<file path="src/rtl/fetch_stage.sv">
// Instruction fetch + IF/ID register; InstrF registered to InstrD one cycle after PCF presents it.
// Latency: 1 cycle PCF->InstrD, redirect target on PCF next cycle; stalls hold PC/D, flush bubbles D.
// Optional FETCH_STATS_EN adds saturating fetch/flush counters (tied to 0 when undefined).
module fetch_stage #(
    parameter logic [31:0] RESET_PC  = 32'h0000_0000,
    parameter logic [31:0] NOP_INSTR = 32'h0000_0013
) (
    input  logic        clk,
    input  logic        rst,
    input  logic        StallF,
    input  logic        StallD,
    input  logic        FlushD,
    input  logic        PCSrcE,
    input  logic [31:0] PCTargetE,
    input  logic [31:0] InstrF,
    output logic [31:0] PCF,
    output logic [31:0] InstrD,
    output logic [31:0] PCD,
    output logic [31:0] PCPlus4D,
    output logic        ValidD,
    output logic        MisalignErr,
    output logic [31:0] FetchCount,
    output logic [15:0] FlushCount
);

    logic [31:0] pcplus4f;
    logic        load_d;

    assign pcplus4f = PCF + 32'd4;
    assign load_d   = !FlushD && !StallD;

    always_ff @(posedge clk) begin
        if (!rst) begin
            PCF         <= RESET_PC;
            InstrD      <= NOP_INSTR;
            PCD         <= 32'd0;
            PCPlus4D    <= 32'd0;
            ValidD      <= 1'b0;
            MisalignErr <= 1'b0;
        end else begin
            // Redirect wins over StallF; low bits are forced to word alignment.
            if (PCSrcE) begin
                PCF <= {PCTargetE[31:2], 2'b00};
            end else if (!StallF) begin
                PCF <= pcplus4f;
            end

            if (PCSrcE && (PCTargetE[1:0] != 2'b00)) begin
                MisalignErr <= 1'b1;
            end

            if (FlushD) begin
                InstrD   <= NOP_INSTR;
                PCD      <= 32'd0;
                PCPlus4D <= 32'd0;
                ValidD   <= 1'b0;
            end else if (!StallD) begin
                InstrD   <= InstrF;
                PCD      <= PCF;
                PCPlus4D <= pcplus4f;
                ValidD   <= 1'b1;
            end
        end
    end

`ifdef FETCH_STATS_EN
    always_ff @(posedge clk) begin
        if (!rst) begin
            FetchCount <= 32'd0;
            FlushCount <= 16'd0;
        end else begin
            if (load_d && (FetchCount != 32'hFFFF_FFFF)) begin
                FetchCount <= FetchCount + 32'd1;
            end
            if (FlushD && (FlushCount != 16'hFFFF)) begin
                FlushCount <= FlushCount + 16'd1;
            end
        end
    end
`else
    logic unused_load;
    assign unused_load = load_d;
    assign FetchCount  = 32'd0;
    assign FlushCount  = 16'd0;
`endif

endmodule
</file>
<file path="config.mk">
export PLATFORM = sky130hd
export DESIGN_NAME = fetch_stage
export DESIGN_NICKNAME = d
export VERILOG_FILES = /design/src/rtl/fetch_stage.sv
export SDC_FILE = /design/constraint.sdc
export NUM_CORES = 1
export LEC_CHECK = 0
export ABC_AREA = 1
export BUFFER_PORTS_ARGS = -buffer_cell sky130_fd_sc_hd__buf_2
export CORE_UTILIZATION = 43
export DETAILED_ROUTE_END_ITERATION = 12
export MAX_ROUTING_LAYER = met4
export PLACE_DENSITY = 0.8
export REMOVE_ABC_BUFFERS = 1
export SETUP_SLACK_MARGIN = 0.15
export SLEW_MARGIN = 5
export SYNTH_ARGS = -nofsm -noshare
export SYNTH_HDL_FRONTEND = slang
export SYNTH_SLANG_ARGS = --single-unit
</file>
<file path="constraint.sdc">
create_clock -name clk -period 1.4 [get_ports clk]
set_input_delay 0.07 -clock clk [delete_from_list [all_inputs] [get_ports clk]]
set_output_delay 0.07 -clock clk [all_outputs]
set_load 0.02 [all_outputs]
</file>
**Yosys cells after proc, flatten, opt, wreduce, memory -nomap -nowiden**

Cells that the tools add are included.
Widths: inputs -> output; s select.

- $add $sub $neg: 1
- Equal/unequal tests: 1
- Muxes and demuxes: 2
- Bitwise logic cells: 1
- Reduce and logical (&&, ||, !) cells: 4

Operator list:

| kind | number |
|---|---|
| $mux 32 | 2 |
| $add 32x3->32 const B | 1 |
| $reduce_or 2->1 | 2 |
| $ne 2x1->1 const B | 1 |
| $reduce_bool 2->1 | 1 |
| $logic_and 1x1->1 | 1 |
| $not 1->1 | 1 |

- Flip-flop bits (word level): 130
- Bits of input ports: 70
- Output and inout bits: 178
- Word-level logic and storage cells: 16

**Logic depth before layout (Yosys ltp)**

Gate-level depths: netlist of run 1.

- Depth in word-level cells: 3
- Gate-level depth with buffers: 10
- Gate-level depth less buffers: 10

**Worst setup path before layout of run 1**

No wires, ideal clock.

- Path type: reg2reg
- From: register PCF[3]
- To: register PCPlus4D[24]
- Setup time: 0.115 ns
- Data arrival time: 1.524 ns
- Required time: 1.285 ns
- Path slack: -0.240 ns
- Stages on the path, launching flop included: 11
- Buffers on the path: 0
- Period minus slack after synthesis: 1.640 ns
- Path through: dfxtp_1 ha_1 nand2_1 nor2_4 nand2_1 nor2_2 nand2_1 nand2_1 nand2_1 o21ai_0 inv_1

- Cells in the longest elaborated chain, start to end: 1

Ends and longest elaborated chain:

| element | line | source |
|---|---|---|
| start, declared | 16 | `output logic [31:0] PCF,` |
| start signal, assigned | 43 | `PCF <= {PCTargetE[31:2], 2'b00};` |
| start signal, assigned | 45 | `PCF <= pcplus4f;` |
| $add 32x3->32 | 29 | `assign pcplus4f = PCF + 32'd4;` |
| end signal, assigned | 60 | `PCPlus4D <= pcplus4f;` |
| end, declared | 19 | `output logic [31:0] PCPlus4D,` |

No other way between the ends.
A chain may end at the register's enable or synchronous reset.

**Worst setup path after layout of run 1**

- From: register PCF[6]
- To: register PCF[12]

- Cells in the longest elaborated chain, start to end: 3

Ends and longest elaborated chain:

| element | line | source |
|---|---|---|
| $add 32x3->32 | 29 |  |
| $mux 32 | 44 | `end else if (!StallF) begin` |
| $mux 32 | 42 | `if (PCSrcE) begin` |

No other way between the ends. The select of a mux whose other input is x is not followed.

==> results of run 1 <==
==> layer usage <==
layer / vias up / part of all wire, %
li1: 3045 / -
met1: 2797 / 41
met2: 289 / 50
met3: 42 / 6.4
met4: 0 / 2.2
met5: - / 0
==> cells in the mapped netlist (7+ instances only) <==
cell type / number
dfxtp_1: 124
nand2_1: 230
o21ai_0: 67
nor2_4: 7
xor2_1: 11
a31oi_1: 7
nand3_1: 18
inv_1: 80
a21oi_1: 82
clkbuf_1: 33
nor2_1: 89
buf_4: 54
==> flip-flops by register name (all words and copies together), names as in the netlist <==
| register | cells |
|---|---|
| ValidD | 1 |
| PCPlus4D | 30 |
| MisalignErr | 1 |
| PCF | 30 |
| InstrD | 32 |
| PCD | 30 |
==> logic make-up after synthesis <==
group	synth area share, %
AND/OR/NAND/NOR	25.0
other	0.0649
buffers and inverters	15.1
XOR/XNOR	2.27
adder cells (fa/ha/maj)	0.217
flip-flops	43.0
AO/OA/AOI/OAI	14.4
==> timing repair <==
action | 4_1_cts | 5_1_grt
endpoints found under the hold margin | 45 | 0
setup buffers | 4 | 7
endpoints found under the setup margin | 53 | 57
gates resized for setup | 38 | 66
pin swaps | 20 | 44
hold buffers | 50 | 0
==> worst paths after layout <==
check             cells after the start  slack (ns)          end           from
setup / recovery                      7       -0.19      PCF[12]         PCF[6]
hold / removal                        5        0.01      PCF[29]  PCTargetE[29]
setup reg to reg                      7       -0.19      PCF[12]         PCF[6]
hold reg to reg                       2        0.45  MisalignErr    MisalignErr
==> tightest hold or removal path: stages <==
cell and delay (ns):
buf_2 0.09, nand2_1 0.05, o21ai_0 0.07, inv_1 0.05, a21oi_1 0.05
==> power breakdown <==
group	internal (mW)	switching [mW]
Clock	2.93	1.62
Combinational	0.542	0.899
Sequential	3.68	0.0997
==> per-stage QoR <==
step	utilization [%]	setup slack, ns	power, mW	cell area, um2	instances
2_1_floorplan	-	-0.708	4.52	5410	791
3_3_place_gp	54.4	-0.0300	5.04	7010	1203
3_5_place_dp	54.4	-0.110	5.06	7010	1203
4_1_cts	64.1	-0.0934	9.71	8250	1289
5_1_grt	66.4	-0.260	10.1	8550	1295
6_report	66.4	-0.194	9.77	8550	1295
==> final cells by class <==
| type | instances | area (um2) |
|---|---|---|
| clock inverters | 10 | 139 |
| well taps | 172 | 215 |
| inverters | 81 | 308 |
| repair buffers | 300 | 2020 |
| fillers | 1078 | 4330 |
| multi-input cells | 586 | 2900 |
| flip-flops and latches | 124 | 2490 |
| clock buffers | 22 | 474 |
==> results.json, run 1 <==
{
  "rows": 41,
  "violations": "negative setup slack",
  "p_leak_nw": 4.26,
  "fin_ws_ns": -0.194,
  "gp_congestion": 0.883,
  "setup_viol": 43,
  "start_util_pct": 44.9,
  "crit_chain": "nand2_1, nor2_2, nand2_4, nor2_4, xor2_2, nand2_1, a21oi_2",
  "path_buf_inv": 0,
  "path_class": "register to register",
  "final_cell_mix": "nand2_1, buf_2, dfxtp_1, nor2_1, inv_1",
  "async_reset_ff_share_pct": 0,
  "critPathRequiredTime_ns": 1.75,
  "hold_violations": 0,
  "ys_warn_count": 0,
  "insertion_delay_ns": 0.42,
  "cp_max_fo": 5,
  "routed_via_density": 4.77,
  "overflow": 0,
  "coreArea_mm2": 0.0129,
  "clock-root-buffer": "clkbuf_16",
  "die_height_um": 118,
  "vias": 6173,
  "synth-main-ff-cell": "dfxtp_1",
  "cap_violations": 0,
  "ir_drop_uv": 807,
  "start_kind": "register",
  "cts_max_level": 4,
  "grt_setup_unrepaired": "yes",
  "io_buffers": 193,
  "clk_path_buf_depth": 2,
  "wl_per_cell_um": 14.3,
  "cp-end-kind": "register",
  "cts_made_buffers": 17,
  "critPathSlowestCell": "dfxtp_1",
  "syn-cell-area_mm2": 0.00578,
  "ys_ff_latch": 124,
  "boundaryPins": 248,
  "fmax_mhz": 627,
  "crit_arrival_ns": 1.94,
  "antenna_found_initial": 0,
  "dieArea_mm2": 0.0139,
  "use_met2_pct": 44.8,
  "drv_slew": 0,
  "power_density_mw_per_mm2": 1140,
  "grt_pass1_vias": 5758,
  "first_iter_violations": 439,
  "period_share_pct": 114,
  "min_period_ns": 1.59,
  "critPathMostFrequentCell": "nand2_1",
  "place_hpwl_um": 11600,
  "final_layout_size_suffix_gt1_share_pct": 31.6,
  "first_pass_iters": 5,
  "finalClockSkew_ns": 0.00695,
  "cts_tree": "done",
  "synthTopCellsByArea": "dfxtp_1, nand2_1, a21oi_1",
  "synth_cell_type_count": 25,
  "hold_ws_ns": 0.0150,
  "synth_edf_count": 0,
  "yosysTopAreaCell": "dfxtp_1",
  "met3_usage_pct": 5.91,
  "grt_pass1_wl_um": 28000,
  "die_w_um": 118,
  "drc_errors": 0,
  "num_antenna_cells": 0,
  "syn_avg_cell_area_um2": 6.93,
  "status": "finished with violations",
  "grt.total_usage_pct": 26.0,
  "cts_sinks": 124,
  "busiest_layer": "met2",
  "synthCells": 833,
  "cp_top_family": "simple AND/OR/NAND/NOR gates",
  "worstHoldPathType": "primary input to register",
  "grt_max_degree": 79,
  "max_stage_delay_ns": 0.40,
  "nNetsFinal": 1181,
  "finalSetupTns_ns": -3.66,
  "final_common_cell": "nand2_1",
  "synth_top_area_share_pct": 43.0,
  "use_met1_pct": 29.2,
  "drtAntennaViolNets": 0,
  "drt-total-wl_um": 18500,
  "clk_pin_slew_ns": 0.06,
  "synth_seq_area_share_pct": 43.0,
  "syn_to_final_growth_pct": 48.1
}
No activity file was read; power rests on OpenSTA's default activity.
==> run 2: changes to the inputs <==
--- a/config.mk
+++ b/config.mk
@@ -10,7 +10,7 @@
 export CORE_UTILIZATION = 43
 export DETAILED_ROUTE_END_ITERATION = 12
 export MAX_ROUTING_LAYER = met4
-export PLACE_DENSITY = 0.8
+export PLACE_DENSITY_LB_ADDON = 0.15
 export REMOVE_ABC_BUFFERS = 1
 export SETUP_SLACK_MARGIN = 0.15
 export SLEW_MARGIN = 5
==> results.json, run 2 (synthesized netlist as in run 1, its figures left out) <==
{
  "critPathSlowestCell": "dfxtp_4",
  "period_share_pct": 107,
  "drv_slew": 0,
  "num_antenna_cells": 0,
  "place_hpwl_um": 11700,
  "grt_setup_unrepaired": "yes",
  "syn_to_final_growth_pct": 46.8,
  "grt_max_degree": 64,
  "seqPwrFrac_pct": 39.7,
  "overflow": 0,
  "max_stage_delay_ns": 0.36,
  "crit_arrival_ns": 1.85,
  "violations": "negative setup slack",
  "first_iter_violations": 367,
  "p_comb_share_pct": 15.0,
  "hold_violations": 0,
  "final_cell_mix": "nand2_1, buf_2, dfxtp_1, inv_1",
  "regArea_mm2": 0.00250,
  "fill_cells": 1145,
  "path_class": "register to register",
  "clk_path_buf_depth": 2,
  "critPathRequiredTime_ns": 1.76,
  "cp_max_fo": 5,
  "cp-end-kind": "register",
  "setup_viol": 25,
  "p_sw_share_pct": 26.7,
  "largest_reg_flops": 32,
  "io_buffers": 193,
  "nNetsFinal": 1183,
  "wl_per_cell_um": 13.5,
  "power_density_mw_per_mm2": 1120,
  "net-switching-power_mw": 2.54,
  "final_common_cell": "nand2_1",
  "rows": 41,
  "gp_congestion": 0.869,
  "drtAntennaViolNets": 0,
  "multiInputGateArea_mm2": 0.00290,
  "p_leak_nw": 4.25,
  "routed_via_density": 4.64,
  "fmax_mhz": 669,
  "antenna_found_initial": 0,
  "cap_violations": 0,
  "grt_pass1_wl_um": 27500,
  "regMostFlops": "InstrD",
  "status": "finished with violations",
  "boundaryPins": 248,
  "final_layout_size_suffix_gt1_share_pct": 32.8,
  "reg2reg_slack_ns": -0.09,
  "power.internal_mw": 6.96,
  "insertion_delay_ns": 0.43,
  "start_kind": "register",
  "cts_tree": "done",
  "drc_errors": 0,
  "min_period_ns": 1.49,
  "start_util_pct": 44.9,
  "clk_pin_slew_ns": 0.06,
  "worstHoldPathType": "primary input to register",
  "path_buf_inv": 1,
  "final_util_pct": 65.8,
  "die_w_um": 118,
  "grt.total_usage_pct": 25.9,
  "cp_top_family": "simple AND/OR/NAND/NOR gates",
  "grt_pass1_vias": 5459,
  "cts_max_level": 4,
  "ir_drop_uv": 863,
  "fin_ws_ns": -0.0944,
  "first_pass_iters": 5,
  "pwr-share-clk_pct": 45.3,
  "dieArea_mm2": 0.0139,
  "die_height_um": 118,
  "finalClockSkew_ns": 0.00683,
  "clock-root-buffer": "clkbuf_16",
  "vias": 6015,
  "drt-total-wl_um": 17500,
  "crit_chain": "ha_4, nand2_4, nor2_4, nand2_4, nor2_4, buf_6, xor2_2, nand2_1, a21oi_1",
  "finalSetupTns_ns": -0.999,
  "coreArea_mm2": 0.0129,
  "cts_made_buffers": 17,
  "hold_ws_ns": 0.0170,
  "cts_sinks": 124
}
==> run 2: cell types whose count changed in the layout (fill, tap and decap cells not counted), moves of 3 or more <==
cell and delta:
buf_4 +14, buf_6 -8, clkbuf_1 +3, clkinvlp_4 -3, nand2_1 -6, nand2_2 +6, nor2_1 -8, nor2_2 +7
o21ai_0 -3
==> run 2: power by group through the flow <==
stage	clock, mW	sequential (mW)	combinational, mW
CTS	4.37	3.77	1.37
global placement	0	3.83	1.23
floorplan	0	4.02	0.496
detailed placement	0	3.83	1.24
finish	4.30	3.77	1.43
global route	4.56	3.79	1.55
==> run 2: through the flow <==
step | std cells | worst slack (ns) | instance area (um2) | total power [mW]
floorplan | 791 | -0.708 | 5410 | 4.52
global placement | 1213 | -0.0837 | 7060 | 5.07
detailed placement | 1213 | -0.0951 | 7060 | 5.07
CTS | 1295 | -0.0491 | 8270 | 9.51
global route | 1297 | -0.195 | 8480 | 9.89
finish | 1297 | -0.0944 | 8480 | 9.50
==> run 2: layout make-up <==
| type | count | share of cell area [%] |
|---|---|---|
| Timing Repair Buffer | 302 | 23.4 |
| Tap cell | 172 | 2.54 |
| Inverter | 81 | 3.63 |
| Clock buffer | 25 | 5.73 |
| Multi-Input combinational cell | 586 | 34.3 |
| Clock inverter | 7 | 1.03 |
| Sequential cell | 124 | 29.4 |
==> run 2: path summary, 6_finish.rpt <==
kind / end / startpoint / cells past startpoint
setup / recovery: PCF[12] / PCF[2] / 9
setup reg to reg: PCF[12] / PCF[2] / 9
hold / removal: PCF[27] / PCTargetE[27] / 5
hold reg to reg: InstrD[11] / InstrD[11] / 2
==> run 2: repair_timing <==
item                                    in CTS  in global routing
hold endpoints to repair                    47                  0
pin swaps                                   17                 25
setup buffers                                1                  2
hold buffers                                49                  0
gates resized for setup                     51                 61
endpoints found under the setup margin      53                 57
==> run 2: routing by layer <==
layer  wire [um]  vias up  part of all wire [%]  track usage, %
li1            -     3057                     -               -
met4         324        0                   1.9            9.62
met2        8120      213                    47            40.1
met5           0        -                     0               -
met3        1030       26                   5.9            6.98
met1        7980     2719                    46            32.1
==> run 2: worst min-delay path: stages <==
cell and delay, ns:
buf_2 0.10, nand2_1 0.05, o21ai_0 0.07, inv_1 0.07
a21oi_2 0.05
